===== config.mk =====
export PLATFORM = sky130hd
export DESIGN_NAME = gemm_tile_sequencer
export DESIGN_NICKNAME = d
export VERILOG_FILES = /design/src/rtl/gemm_tile_sequencer.sv
export SDC_FILE = /design/constraint.sdc
export NUM_CORES = 1
export LEC_CHECK = 0
export BUFFER_PORTS_ARGS = -buffer_cell sky130_fd_sc_hd__buf_2
export CELL_PAD_IN_SITES_DETAIL_PLACEMENT = 1
export CELL_PAD_IN_SITES_GLOBAL_PLACEMENT = 2
export CORE_MARGIN = 2
export CORE_UTILIZATION = 40
export CTS_BUF_LIST = sky130_fd_sc_hd__clkbuf_4 sky130_fd_sc_hd__clkbuf_8
export DETAILED_ROUTE_END_ITERATION = 6
export MAX_ROUTING_LAYER = met4
export PLACE_DENSITY = 0.95
export SYNTH_ARGS = -nofsm -noshare
export SYNTH_HDL_FRONTEND = slang
export SYNTH_SLANG_ARGS = --single-unit

===== constraint.sdc =====
create_clock -name clk_i -period 10.6 [get_ports clk_i]
set_input_delay 2.12 -clock clk_i [delete_from_list [all_inputs] [get_ports clk_i]]
set_output_delay 2.12 -clock clk_i [all_outputs]
set_load 0.01 [all_outputs]

===== src/rtl/gemm_tile_sequencer.sv =====
// GeMM tile sequencer: block-tiled A/B read address generation with MAC strobes,
// credit-limited tile issue and a buffered ready/valid write-back path to SRAM C.
module gemm_tile_sequencer #(
  parameter int SizeAddrWidth = 8,
  parameter int AddrWidth     = 16,
  parameter int CDataWidth    = 128,
  parameter int ReadLatency   = 1,
  parameter int OutFifoDepth  = 2
) (
  input  logic                     clk_i,
  input  logic                     rst_ni,
  input  logic                     start_i,
  input  logic [SizeAddrWidth-1:0] M_size_i,
  input  logic [SizeAddrWidth-1:0] K_size_i,
  input  logic [SizeAddrWidth-1:0] N_size_i,
  input  logic [AddrWidth-1:0]     a_base_i,
  input  logic [AddrWidth-1:0]     b_base_i,
  input  logic [AddrWidth-1:0]     c_base_i,
  output logic [AddrWidth-1:0]     sram_a_addr_o,
  output logic [AddrWidth-1:0]     sram_b_addr_o,
  output logic                     sram_rd_en_o,
  output logic                     mac_valid_o,
  output logic                     mac_init_o,
  output logic                     mac_last_o,
  input  logic                     c_valid_i,
  input  logic [CDataWidth-1:0]    c_data_i,
  output logic [AddrWidth-1:0]     sram_c_addr_o,
  output logic [CDataWidth-1:0]    sram_c_wdata_o,
  output logic                     sram_c_we_o,
  input  logic                     sram_c_ready_i,
  output logic                     busy_o,
  output logic                     done_o,
  output logic                     err_o
);

  localparam int PtrW = (OutFifoDepth > 1) ? $clog2(OutFifoDepth) : 1;
  localparam int CntW = $clog2(OutFifoDepth + 1) + 1;
  localparam logic [CntW-1:0]          Depth   = CntW'(OutFifoDepth);
  localparam logic [CntW-1:0]          CntOne  = CntW'(1);
  localparam logic [PtrW-1:0]          PtrLast = PtrW'(OutFifoDepth - 1);
  localparam logic [PtrW-1:0]          PtrOne  = PtrW'(1);
  localparam logic [SizeAddrWidth-1:0] SizeOne = SizeAddrWidth'(1);
  localparam logic [AddrWidth-1:0]     AddrOne = AddrWidth'(1);

  typedef enum logic [1:0] {IDLE, ISSUE, DRAIN, DONE} state_e;
  state_e state_q, state_d;

  logic [SizeAddrWidth-1:0] msize_q, msize_d, ksize_q, ksize_d, nsize_q, nsize_d;
  logic [AddrWidth-1:0]     a_base_q, a_base_d, b_base_q, b_base_d, c_base_q, c_base_d;
  logic [SizeAddrWidth-1:0] m_q, m_d, n_q, n_d, k_q, k_d;
  logic [AddrWidth-1:0]     a_row_q, a_row_d, b_row_q, b_row_d;
  logic [AddrWidth-1:0]     a_addr_q, a_addr_d, b_addr_q, b_addr_d;
  logic [SizeAddrWidth-1:0] mw_q, mw_d, nw_q, nw_d;
  logic [AddrWidth-1:0]     c_addr_q, c_addr_d;
  logic [CntW-1:0]          inflight_q, inflight_d, fifo_cnt_q, fifo_cnt_d;
  logic [PtrW-1:0]          wr_ptr_q, wr_ptr_d, rd_ptr_q, rd_ptr_d;
  logic [ReadLatency-1:0]   vld_pipe_q, vld_pipe_d, init_pipe_q, init_pipe_d;
  logic [ReadLatency-1:0]   last_pipe_q, last_pipe_d;
  logic                     err_q, err_d;
  logic [CDataWidth-1:0]    fifo_mem [1<<PtrW];

  logic load, size_zero, k_first, k_last, n_last, m_last, credit_ok;
  logic issue, last_read, tile_open, push, pop, wr_last;
  logic [AddrWidth-1:0] k_step, a_addr_cur, b_addr_cur;

  assign load       = (state_q == IDLE) && start_i;
  assign size_zero  = (M_size_i == '0) || (K_size_i == '0) || (N_size_i == '0);
  assign k_first    = (k_q == '0);
  assign k_last     = (k_q == ksize_q - SizeOne);
  assign n_last     = (n_q == nsize_q - SizeOne);
  assign m_last     = (m_q == msize_q - SizeOne);
  // A new tile may only start if its result is guaranteed a FIFO slot.
  assign credit_ok  = (inflight_q + fifo_cnt_q) < Depth;
  assign issue      = (state_q == ISSUE) && (!k_first || credit_ok);
  assign tile_open  = issue && k_first;
  assign last_read  = issue && k_last && n_last && m_last;
  assign push       = c_valid_i && (inflight_q != '0);
  assign pop        = sram_c_we_o && sram_c_ready_i;
  assign wr_last    = pop && (mw_q == msize_q - SizeOne) && (nw_q == nsize_q - SizeOne);
  assign k_step     = AddrWidth'(ksize_q);
  assign a_addr_cur = a_row_q + AddrWidth'(k_q);
  assign b_addr_cur = b_row_q + AddrWidth'(k_q);

  always_comb begin
    state_d = state_q;
    case (state_q)
      IDLE:    if (start_i) state_d = size_zero ? DONE : ISSUE;
      ISSUE:   if (last_read) state_d = DRAIN;
      DRAIN:   if (wr_last) state_d = DONE;
      DONE:    state_d = IDLE;
      default: state_d = IDLE;
    endcase
  end

  // Row bases track a_base + m*K and b_base + n*K incrementally, avoiding multipliers.
  always_comb begin
    msize_d  = msize_q;  ksize_d  = ksize_q;  nsize_d  = nsize_q;
    a_base_d = a_base_q; b_base_d = b_base_q; c_base_d = c_base_q;
    m_d      = m_q;      n_d      = n_q;      k_d      = k_q;
    a_row_d  = a_row_q;  b_row_d  = b_row_q;
    a_addr_d = a_addr_q; b_addr_d = b_addr_q;
    mw_d     = mw_q;     nw_d     = nw_q;     c_addr_d = c_addr_q;
    err_d    = err_q;
    if (load) begin
      msize_d  = M_size_i; ksize_d  = K_size_i; nsize_d  = N_size_i;
      a_base_d = a_base_i; b_base_d = b_base_i; c_base_d = c_base_i;
      m_d      = '0;       n_d      = '0;       k_d      = '0;
      a_row_d  = a_base_i; b_row_d  = b_base_i;
      mw_d     = '0;       nw_d     = '0;       c_addr_d = c_base_i;
      err_d    = size_zero;
    end else begin
      if (issue) begin
        a_addr_d = a_addr_cur;
        b_addr_d = b_addr_cur;
        if (!k_last) begin
          k_d = k_q + SizeOne;
        end else begin
          k_d = '0;
          if (!n_last) begin
            n_d     = n_q + SizeOne;
            b_row_d = b_row_q + k_step;
          end else begin
            n_d     = '0;
            b_row_d = b_base_q;
            m_d     = m_q + SizeOne;
            a_row_d = a_row_q + k_step;
          end
        end
      end
      if (pop) begin
        c_addr_d = c_addr_q + AddrOne;
        if (nw_q == nsize_q - SizeOne) begin
          nw_d = '0;
          mw_d = mw_q + SizeOne;
        end else begin
          nw_d = nw_q + SizeOne;
        end
      end
    end
  end

  always_comb begin
    inflight_d = inflight_q;
    fifo_cnt_d = fifo_cnt_q;
    wr_ptr_d   = wr_ptr_q;
    rd_ptr_d   = rd_ptr_q;
    if (tile_open && !push)      inflight_d = inflight_q + CntOne;
    else if (push && !tile_open) inflight_d = inflight_q - CntOne;
    if (push && !pop)            fifo_cnt_d = fifo_cnt_q + CntOne;
    else if (pop && !push)       fifo_cnt_d = fifo_cnt_q - CntOne;
    if (push) wr_ptr_d = (wr_ptr_q == PtrLast) ? '0 : wr_ptr_q + PtrOne;
    if (pop)  rd_ptr_d = (rd_ptr_q == PtrLast) ? '0 : rd_ptr_q + PtrOne;
  end

  // Strobes mirror the read issue, delayed to line up with SRAM data at the MAC.
  always_comb begin
    vld_pipe_d     = vld_pipe_q;
    init_pipe_d    = init_pipe_q;
    last_pipe_d    = last_pipe_q;
    vld_pipe_d[0]  = issue;
    init_pipe_d[0] = tile_open;
    last_pipe_d[0] = issue && k_last;
    for (int i = 1; i < ReadLatency; i++) begin
      vld_pipe_d[i]  = vld_pipe_q[i-1];
      init_pipe_d[i] = init_pipe_q[i-1];
      last_pipe_d[i] = last_pipe_q[i-1];
    end
  end

  always_ff @(posedge clk_i or negedge rst_ni) begin
    if (!rst_ni) begin
      state_q     <= IDLE;
      msize_q     <= '0; ksize_q  <= '0; nsize_q  <= '0;
      a_base_q    <= '0; b_base_q <= '0; c_base_q <= '0;
      m_q         <= '0; n_q      <= '0; k_q      <= '0;
      a_row_q     <= '0; b_row_q  <= '0;
      a_addr_q    <= '0; b_addr_q <= '0;
      mw_q        <= '0; nw_q     <= '0; c_addr_q <= '0;
      inflight_q  <= '0; fifo_cnt_q <= '0;
      wr_ptr_q    <= '0; rd_ptr_q   <= '0;
      vld_pipe_q  <= '0; init_pipe_q <= '0; last_pipe_q <= '0;
      err_q       <= 1'b0;
    end else begin
      state_q     <= state_d;
      msize_q     <= msize_d;  ksize_q  <= ksize_d;  nsize_q  <= nsize_d;
      a_base_q    <= a_base_d; b_base_q <= b_base_d; c_base_q <= c_base_d;
      m_q         <= m_d;      n_q      <= n_d;      k_q      <= k_d;
      a_row_q     <= a_row_d;  b_row_q  <= b_row_d;
      a_addr_q    <= a_addr_d; b_addr_q <= b_addr_d;
      mw_q        <= mw_d;     nw_q     <= nw_d;     c_addr_q <= c_addr_d;
      inflight_q  <= inflight_d; fifo_cnt_q <= fifo_cnt_d;
      wr_ptr_q    <= wr_ptr_d;   rd_ptr_q   <= rd_ptr_d;
      vld_pipe_q  <= vld_pipe_d; init_pipe_q <= init_pipe_d; last_pipe_q <= last_pipe_d;
      err_q       <= err_d;
    end
  end

  always_ff @(posedge clk_i) begin
    if (push) fifo_mem[wr_ptr_q] <= c_data_i;
  end

  assign sram_rd_en_o   = issue;
  assign sram_a_addr_o  = issue ? a_addr_cur : a_addr_q;
  assign sram_b_addr_o  = issue ? b_addr_cur : b_addr_q;
  assign mac_valid_o    = vld_pipe_q[ReadLatency-1];
  assign mac_init_o     = init_pipe_q[ReadLatency-1];
  assign mac_last_o     = last_pipe_q[ReadLatency-1];
  assign sram_c_we_o    = (fifo_cnt_q != '0);
  assign sram_c_wdata_o = sram_c_we_o ? fifo_mem[rd_ptr_q] : '0;
  assign sram_c_addr_o  = c_addr_q;
  assign busy_o         = (state_q == ISSUE) || (state_q == DRAIN);
  assign done_o         = (state_q == DONE);
  assign err_o          = err_q;

endmodule

==> summary.txt, run 1 <==
Power and ir drop
  • Max IR drop VDD: 0.117 mV
  • Pwr per Cell Area: 261 nW/um2
  • Leakage Power: 10.7 nW

Floorplanning
  • Die Span X: 231 um
  • Starting density of the core: 40.3%
  • Die height: 231 um
  • Die area: 53,400 um2
  • Core footprint: 51,200 um2
  • Ports: 389
  • Row Count: 83

Route
  • ANT nets after route: 0
  • Drt total wl: 61.3 mm
  • Vias per cell: 5.25
  • Starting DRT DRC Count: 807
  • DRT Pass-1 Iters: 5
  • WL/cell: 20.6 um
  • DRC Markers: 0
  • Vias post-DR: 15,600

Logic synthesis
  • Most used DFF post-synth: edfxtp_1
  • Synth top area cells: edfxtp_1 (37%), dfrtp_1 (21%), mux2i_1 (6.8%), nand2_1 (4.8%), nor2_1 (4.3%)
  • Yosys top cell by area: edfxtp_1
  • Synth top area share: 37.3%
  • Seq/Total Area, Yosys: 58.4%
  • Yosys warns: 0
  • Fraction of registers with async set/reset: 40.5%
  • Post-synth EDFFs: 256
  • Top-count cell post-synth: nand2_1
  • Syn Inst Count: 1,839
  • Synth unique cells: 70
  • FF+latch count, synth: 430
  • Syn_nets: 2,100
  • Synth Cell Area: 20,600 um2
  • Top post-synthesis cells by count: nand2_1 (262), edfxtp_1 (256), nor2_1 (239)
  • Average size of a mapped cell: 11.2 um2

Global routing
  • Global-route wire length before repair: 94.5 mm
  • Total GRT Usage: 23.4%
  • Largest net degree at the start of global routing: 129
  • Overflow after GRT: 0
  • Initial antenna violation count: 9
  • Vias in the first global route: 16,300

STA
  • Worst Hold Margin: 471 ps
  • Worst Skew: 26.4 ps
  • Max Freq: 171 MHz
  • Tightest Pin Transition: 1160 ps
  • Final hold vios: 0
  • RSZ-0062 raised after global routing: no
  • Final setup fails: 0
  • Slew Limit Headroom: 22.5%
  • Slew Limit Fails: 0
  • Final worst-path cycle share: 55.1%
  • Crit path time final: 5840 ps
  • Setup TNS: 0 ps

Run status
  • Status: completed

Layout
  • Share of cells above drive strength 1: 24.5%
  • P&R area growth vs syn: 20.6%
  • Layout Nets: 2,491
  • Final instance area: 24,900 um2

Place
  • I/O Buffers: 388
  • Placement Cell Area: 23,200 um2
  • Post-DP HPWL: 44.5 mm
  • Routability cong.: 0.886

Clock tree
  • Post-CTS Setup Inserts: 0
  • CTS root buf: clkbuf_8
  • CTS tree: yes
  • Num Clock Sinks: 430
  • Max Root-Sink Buffers: 3
  • Worst-path clk slew: 60 ps
  • CTS H-tree depth: 3
  • TritonCTS buffer count: 77
  • # resized after CTS: 0
  • Worst skew pair latency: 660 ps
  • Hold_buf cts: 0

Critical path
  • Critical Path RT: 8480 ps
  • Startpoint types: register
  • Worst setup EP type: output port
  • Critical path peak fanout: 53
  • Critical Path AT: 3720 ps
  • FF-to-FF path depth: 12
  • Setup CP Type: register to output port

Job
  • Maxcap violations: 0

Min path
  • Hold WC Path Type: register to register
  • Worst Hold Depth: 2
==> cell usage in the layout, fill, tap and decap left out, drive strengths merged, types with 9 or more instances in the layout <==
cell and count:
clkinv 19, clkbuf 108, dfrtp 174, a21oi 53, mux2i 141, edfxtp 256
nand2b 9, nor2 239, xnor2 65, a21o 9, a211oi 12, nor3b 9
nor2b 18, ha 49, nand3 31, mux2 22, nand4 12, nand2 262
inv 42, nor4 12, nor3 22, xor2 58, and3 20, o21ai 123
buf 403
==> metrics by stage <==
stage	setup WS, ps	cells	power [mW]	utilization, %
final	4760	2977	6.49	48.6
after global routing	4470	2977	6.88	48.6
after CTS	4690	2969	6.57	48.6
after detailed placement	5420	2831	4.87	45.4
after global placement	5540	2831	4.77	45.4
after floorplan	2410	1839	3.94	-
==> area by class of cell <==
| cell class | instances | area [um2] |
|---|---|---|
| antenna | 8 | 20.0 |
| clock inverter | 30 | 297 |
| clock buffer | 108 | 1330 |
| fill | 5635 | 26300 |
| tap | 680 | 851 |
| multi-input combinational | 1278 | 8110 |
| inverter | 40 | 150 |
| timing repair buffer | 403 | 2070 |
| sequential | 430 | 12000 |
==> sequential cells by signal, indices dropped and copies added, names as in the netlist, 16 cells and up <==
register and cells:
a_row_q 16, sram_c_addr_o 16, a_addr_q 16, b_addr_q 16
b_base_q 16, b_row_q 16, fifo_mem 256
==> path summary, 6_finish.rpt <==
kind	start	end	slack (ps)
min in group asynchronous	rst_ni	b_base_q[10]$_DFFE_PN0P_	1390
worst max-delay path	fifo_cnt_q[0]$_DFFE_PN0P_	sram_a_addr_o[11]	4760
max in group asynchronous	rst_ni	sram_c_addr_o[9]$_DFFE_PN0P_	7880
worst min-delay path	b_base_q[12]$_DFFE_PN0P_	b_base_q[12]$_DFFE_PN0P_	470
worst max register to register	fifo_cnt_q[0]$_DFFE_PN0P_	state_q[1]$_DFFE_PN0P_	6010
worst min register to register	b_base_q[12]$_DFFE_PN0P_	b_base_q[12]$_DFFE_PN0P_	470
==> power by group <==
part | switching [mW] | internal [mW]
Combinational | 1.48 | 0.941
Clock | 0.710 | 0.938
Sequential | 0.235 | 2.18
Total | 2.42 | 4.06
==> layer usage <==
metal / vias to the layer above / wire length [um] / part of all wire, % / track usage, %
met2: 488 / 30100 / 49 / 38.7
met1: 7795 / 25900 / 42 / 28.6
met5: - / 0 / 0 / -
met3: 100 / 4080 / 6.7 / 5.07
met4: 0 / 1210 / 2.0 / 7.56
li1: 7261 / - / - / -
==> logic make-up after synthesis <==
| kind of cell | synth area share (%) |
|---|---|
| simple gates | 14.5 |
| flops | 58.4 |
| compound gates | 7.58 |
| mux | 8.04 |
| buf+inv | 2.41 |
| xor+xnor | 5.34 |
| fa+ha+maj | 3.80 |
==> critical path, stage by stage, from the launching register on <==
cell and delay, ps:
dfrtp_1 440, and2_1 180, fa_1 360, xor3_1 360, nor3b_1 390, a21oi_2 40, buf_4 230, inv_2 620
nor2_1 100, a21oi_1 160, buf_2 150
(Power assumes the default switching activity.)
==> inputs of run 2 (changes only) <==
Settings changed: ABC_AREA set to 1, CORE_UTILIZATION 40 to 35, PLACE_DENSITY 0.95 to 0.91.
Clock period 10.6 ns to 5.6 ns, I/O delays scaled along.
==> run 2 against run 1 <==
Net effect:
- first-iteration DRC count up 9.4%
- global-route usage fell by 1.2 points
- setup slack worse by 4000 ps
- sequential share of layout area fell by 2.9 points
- clock skew rose by 20 ps
- synthesized cell count grew 40%
==> summary.txt, run 2 <==
STA
  • Tightest Pin Transition: 1050 ps (-111 ps)
  • Slew Limit Headroom: 29.7% (+7.2 points)
  • Worst Hold Margin: 478 ps (+6.69 ps)
  • Worst Skew: 46.6 ps (+20.2 ps)
  • Final hold vios: 0 (unchanged)
  • Slew Limit Fails: 0 (unchanged)
  • RSZ-0062 raised after global routing: no
  • Setup TNS: 0 ps (unchanged)
  • Crit path time final: 4870 ps
  • Max Freq: 205 MHz
  • Final setup fails: 0 (unchanged)
  • Final worst-path cycle share: 86.9%

Power and ir drop
  • Max IR drop VDD: 0.299 mV (+150%)
  • Pwr per Cell Area: 595 nW/um2 (+130%)
  • Leakage Power: 13.2 nW (+23%)

Floorplanning
  • Die Span X: 254 um (+10%)
  • Ports: 389 (unchanged)
  • Core footprint: 61,800 um2 (+21%)
  • Starting density of the core: 35.5% (-4.8 points)
  • Die area: 64,700 um2 (+21%)
  • Die height: 254 um (+10%)
  • Row Count: 91 (+9.6%)

Critical path
  • Critical Path AT: 3750 ps (+30 ps)
  • R2R Path End: inflight_q[1]$_DFFE_PN0P_
  • Critical Path RT: 4480 ps (-4000 ps)
  • R2R setup slack: 1670 ps (-4340 ps)
  • Worst setup EP type: output port
  • Startpoint types: register
  • Setup crit start: fifo_cnt_q[0]$_DFFE_PN0P_
  • FF-to-FF path depth: 18 (+6)
  • Setup CP Type: register to output port
  • Critical path peak fanout: 25 (-53%)
  • Launch point of the worst reg-to-reg path: fifo_cnt_q[0]$_DFFE_PN0P_

Clock tree
  • Hold_buf cts: 0 (unchanged)
  • CTS tree: yes
  • Max Root-Sink Buffers: 3 (unchanged)
  • Post-CTS Setup Inserts: 0 (unchanged)
  • TritonCTS buffer count: 80 (+3.9%)
  • CTS H-tree depth: 3 (unchanged)
  • Worst skew pair latency: 660 ps (about the same)
  • # resized after CTS: 0 (unchanged)
  • CTS root buf: clkbuf_8
  • Worst-path clk slew: 60 ps (about the same)
  • Num Clock Sinks: 430 (unchanged)

Run status
  • Status: completed

Global routing
  • Total GRT Usage: 22.2% (-1.2 points)
  • Met1 usage: 26.3% (-2.4 points)
  • Initial antenna violation count: 35 (+26)
  • Largest net degree at the start of global routing: 130 (+0.78%)
  • Vias in the first global route: 19,500 (+19%)
  • Overflow after GRT: 0 (unchanged)
  • Global-route wire length before repair: 108 mm (+14%)
  • Met2 usage: 35.9% (-2.8 points)
  • Grt peak-use layer: met2
  • Met3 GRT Util: 7.00% (+1.9 points)

Layout
  • Layout Nets: 3,235 (+30%)
  • P&R area growth vs syn: 20.6% (about the same)
  • Share of cells above drive strength 1: 19.0% (-5.4 points)
  • Largest register FFs: 256 (unchanged)
  • Most frequent cells in the layout: nand2_1 (1,007), buf_2 (387), inv_1 (302), edfxtp_1 (256), dfrtp_1 (173)
  • Final instance area: 26,500 um2 (+6.3%)
  • Top reg by flops: fifo_mem
  • Layout Utilization: 42.8% (-5.8 points)
  • Commonest non-fill, non-tap cell in the layout: nand2_1
  • Fin cells: 3,910 (+31%)

Logic synthesis
  • Most used DFF post-synth: edfxtp_1
  • Fraction of registers with async set/reset: 40.5% (unchanged)
  • Syn Inst Count: 2,582 (+40%)
  • Synth unique cells: 43 (-39%)
  • Top post-synthesis cells by count: nand2_1 (1,009), inv_1 (304), edfxtp_1 (256)
  • Synth top area share: 35.0% (-2.2 points)
  • Synth Cell Area: 21,900 um2 (+6.3%)
  • Yosys top cell by area: edfxtp_1
  • Seq/Total Area, Yosys: 54.9% (-3.5 points)
  • FF+latch count, synth: 430 (unchanged)
  • Top-count cell post-synth: nand2_1
  • Average size of a mapped cell: 8.50 um2 (-24%)
  • Yosys warns: 0 (unchanged)
  • Synth top area cells: edfxtp_1 (35%), dfrtp_1 (20%), nand2_1 (17%), inv_1 (5.2%), o21ai_0 (3.1%)
  • Syn_nets: 2,843 (+35%)
  • Post-synth EDFFs: 256 (unchanged)

Place
  • Placement Cell Area: 24,700 um2 (+6.5%)
  • Post-DP HPWL: 51.2 mm (+15%)
  • Routability cong.: 0.887 (+0.11%)
  • I/O Buffers: 388 (unchanged)
  • Inst Count DP: 3,729 (+32%)

Min path
  • Hold path endpoint: b_base_q[7]$_DFFE_PN0P_
  • Hold WC Path Type: register to register
  • Worst Hold Launch: b_base_q[7]$_DFFE_PN0P_
  • Worst Hold Depth: 2 (unchanged)

Job
  • Maxcap violations: 0 (unchanged)

Route
  • Starting DRT DRC Count: 883 (+9.4%)
  • DRC Markers: 0 (unchanged)
  • Vias post-DR: 18,900 (+21%)
  • Vias per cell: 4.83 (-8.1%)
  • Drt total wl: 71.2 mm (+16%)
  • ANT nets after route: 0 (unchanged)
  • DRT Pass-1 Iters: 4 (-1)
  • WL/cell: 18.2 um (-12%)
## run 2: cell count changes after synthesis, moves of 26 or more
cell     previous run  this run
nand3_1            30       112
nand2_1           262      1009
o21ai_1            37         3
xnor2_1            65        21
inv_1              36       304
nor2_1            239       125
mux2i_1           141         0
a21oi_1            52        78
o21ai_0            86       138
## run 2: cells by family after synthesis
family,after synthesis,share of synthesized area [%]
compound gates,278,6.88
xor+xnor,76,3.03
fa+ha+maj,56,3.43
simple gates,1332,24.5
flops,430,54.9
buf+inv,408,7.16
mux,2,0.103
## run 2: power by group
part	internal [mW]	switching, mW
clock network	1.74	1.40
registers	4.43	0.756
logic	2.48	4.94
## run 2: metrics by stage
step,worst slack [ps],power [mW]
2_1_floorplan,551,9.89
3_3_place_gp,1480,12.4
3_5_place_dp,1480,12.7
4_1_cts,689,15.9
5_1_grt,385,17.1
6_report,733,15.7
## run 2: worst max-delay path by stage
stage | slack [ps] | to
2_1_floorplan | 550 | fifo_mem[1][0]$_DFFE_PP_
3_3_place_gp | 1480 | sram_b_addr_o[14]
3_5_place_dp | 1480 | sram_b_addr_o[14]
4_1_cts | 690 | sram_b_addr_o[14]
5_1_grt | 380 | sram_b_addr_o[14]
6_report | 730 | sram_b_addr_o[14]
## run 2: final cells by class
type,count,area (um2)
fillers,7553,35400
flip-flops and latches,430,12000
multi-input cells,1744,8350
repair buffers,404,2110
clock buffers,112,1380
inverters,314,1180
well taps,837,1050
clock inverters,35,258
diodes,34,85.1
## run 2: routing by layer
metal | vias to the layer above | routed length [um]
li1 | 9113 | -
met4 | 0 | 1600
met5 | - | 0
met1 | 9216 | 30100
met3 | 95 | 5610
met2 | 449 | 33900
## run 2: worst max-delay path, stage by stage, from the launching register on
cell and delay, ps:
dfrtp_1 440, nand2_1 100, inv_1 50, fa_1 370, inv_1 60, nand2_1 60
nand2_1 70, nand2_1 60, nand3b_1 140, nand2_1 90, nand2_2 70, clkinv_1 660
or2_2 590, a21boi_0 130, buf_2 170
==> inputs of run 3 (changes only) <==
Settings changed: CORE_ASPECT_RATIO set to 1.4.
==> run 3 against run 2 <==
Net effect:
- register-to-register slack improved by 80 ps
- highest routed layer unchanged
- combinational power barely moved
- flip-flop and latch count did not move
- critical path depth did not move
- clock-buffer cell count fell by 3
- first-iteration DRC count rose by 10%
==> summary.txt, run 3 (same netlist as run 2, synthesis figures left out) <==
Critical path
  • Worst setup EP type: output port
  • Setup CP Type: register to output port
  • FF-to-FF path depth: 17 (-1)
  • Critical Path RT: 4480 ps (about the same)
  • Critical path peak fanout: 29 (+16%)
  • Critical Path AT: 3900 ps (+150 ps)
  • Startpoint types: register

Route
  • DRC Markers: 0 (unchanged)
  • Drt total wl: 71.0 mm (-0.25%)
  • WL/cell: 18.4 um (+1.1%)
  • Vias post-DR: 19,100 (+1.0%)
  • Starting DRT DRC Count: 973 (+10%)
  • Vias per cell: 4.94 (+2.4%)
  • ANT nets after route: 0 (unchanged)
  • DRT Pass-1 Iters: 4 (unchanged)

Clock tree
  • Worst-path clk slew: 60 ps (about the same)
  • Hold_buf cts: 0 (unchanged)
  • Post-CTS Setup Inserts: 0 (unchanged)
  • Max Root-Sink Buffers: 3 (unchanged)
  • # resized after CTS: 0 (unchanged)
  • Worst skew pair latency: 670 ps (about the same)
  • CTS tree: yes
  • Num Clock Sinks: 430 (unchanged)
  • CTS root buf: clkbuf_8
  • CTS H-tree depth: 3 (unchanged)
  • TritonCTS buffer count: 74 (-7.5%)

Job
  • Maxcap violations: 0 (unchanged)

Place
  • DP Worst Slack: 1280 ps (-203 ps)
  • I/O Buffers: 388 (unchanged)
  • Placement Cell Area: 24,700 um2 (-0.19%)
  • Routability cong.: 0.891 (+0.44%)
  • Inst Count DP: 3,716 (-0.35%)
  • Post-DP HPWL: 51.4 mm (+0.38%)

Floorplanning
  • Ports: 389 (unchanged)
  • Die Span X: 216 um (-15%)
  • Die area: 64,700 um2 (about the same)
  • Row Count: 108 (+19%)
  • Starting density of the core: 35.4% (-0.11 points)
  • Die height: 300 um (+18%)
  • Core footprint: 62,000 um2 (+0.32%)

Global routing
  • Largest net degree at the start of global routing: 129 (-0.77%)
  • Overflow after GRT: 0 (unchanged)
  • Global-route wire length before repair: 112 mm (+3.1%)
  • Initial antenna violation count: 12 (-66%)
  • Vias in the first global route: 20,500 (+5.0%)
  • Total GRT Usage: 22.5% (+0.34 points)

Layout
  • Final instance area: 26,200 um2 (-0.91%)
  • Top reg by flops: fifo_mem
  • Largest register FFs: 256 (unchanged)
  • Share of cells above drive strength 1: 18.9% (-0.16 points)
  • Fin cells: 3,858 (-1.3%)
  • Most frequent cells in the layout: nand2_1 (1,007), buf_2 (387), inv_1 (302), edfxtp_1 (256), dfrtp_1 (173)
  • P&R area growth vs syn: 19.5%
  • Layout Utilization: 42.3% (-0.53 points)
  • Commonest non-fill, non-tap cell in the layout: nand2_1
  • Layout Nets: 3,228 (-0.22%)

STA
  • Slew Limit Headroom: 24.8% (-4.9 points)
  • Crit path time final: 5020 ps (+152 ps)
  • Slew Limit Fails: 0 (unchanged)
  • Max Freq: 199 MHz (-3.0%)
  • RSZ-0062 raised after global routing: no
  • Final worst-path cycle share: 89.6% (+2.7 points)
  • Worst Skew: 40.3 ps (-6.28 ps)
  • Final setup fails: 0 (unchanged)
  • Final hold vios: 0 (unchanged)
  • Setup TNS: 0 ps (unchanged)
  • Tightest Pin Transition: 1130 ps (+73.8 ps)
  • Fin worst setup slack: 581 ps (-152 ps)

Min path
  • Worst Hold Depth: 2 (unchanged)
  • Hold WC Path Type: register to register

Run status
  • Status: completed

Power and ir drop
  • Leakage Power: 13.1 nW (-0.51%)
  • Pwr per Cell Area: 595 nW/um2 (about the same)
  • Max IR drop VDD: 0.234 mV (-22%)
run 3: per-stage QoR:
stage | hold slack, ps | total power [mW]
floorplan | 442 | 9.89
global placement | 454 | 12.4
detailed placement | 468 | 12.7
CTS | 485 | 15.8
global route | 511 | 16.9
finish | 481 | 15.6
run 3: worst max-delay path, cell delays in order, from the launching register on:
cell and delay (ps):
dfrtp_1 440, nand2_1 130, inv_1 60, fa_1 390, inv_1 90, nand2_1 80
nand2_1 80, nand2_1 60, nand3b_1 110, nand2_1 90, nand2_2 80, clkinv_1 710
or2_2 610, and2_1 160, buf_2 130
run 3: worst paths after layout:
kind | startpoint | end | slack (ps)
worst max-delay path | inflight_q[0]$_DFFE_PN0P_ | sram_a_addr_o[14] | 580
worst min-delay path | b_base_q[5]$_DFFE_PN0P_ | b_base_q[5]$_DFFE_PN0P_ | 480
worst max register to register | inflight_q[0]$_DFFE_PN0P_ | a_row_q[13]$_DFFE_PN0P_ | 1750
worst min register to register | b_base_q[5]$_DFFE_PN0P_ | b_base_q[5]$_DFFE_PN0P_ | 480
max in group asynchronous | rst_ni | rd_ptr_q$_DFFE_PN0P_ | 3830
min in group asynchronous | rst_ni | m_q[4]$_DFFE_PN0P_ | 590
run 3: layout make-up:
cell class | count | area, um2
fillers | 7497 | 35800
inverters | 314 | 1180
clock inverters | 23 | 170
flip-flops and latches | 430 | 12000
clock buffers | 109 | 1330
repair buffers | 403 | 2080
diodes | 10 | 25.0
multi-input cells | 1744 | 8350
well taps | 825 | 1030
run 3: report_power, final:
group	internal (mW)	switching (mW)
Clock	1.59	1.35
Combinational	2.46	4.97
Sequential	4.43	0.780
run 3: routing by layer:
| metal | share of wire, % | vias to the layer above | GRT usage [%] |
|---|---|---|---|
| li1 | - | 9071 | - |
| met1 | 40 | 9334 | 25.1 |
| met2 | 52 | 528 | 40.2 |
| met3 | 4.8 | 137 | 3.46 |
| met4 | 3.6 | 0 | 9.43 |
| met5 | 0 | - | - |
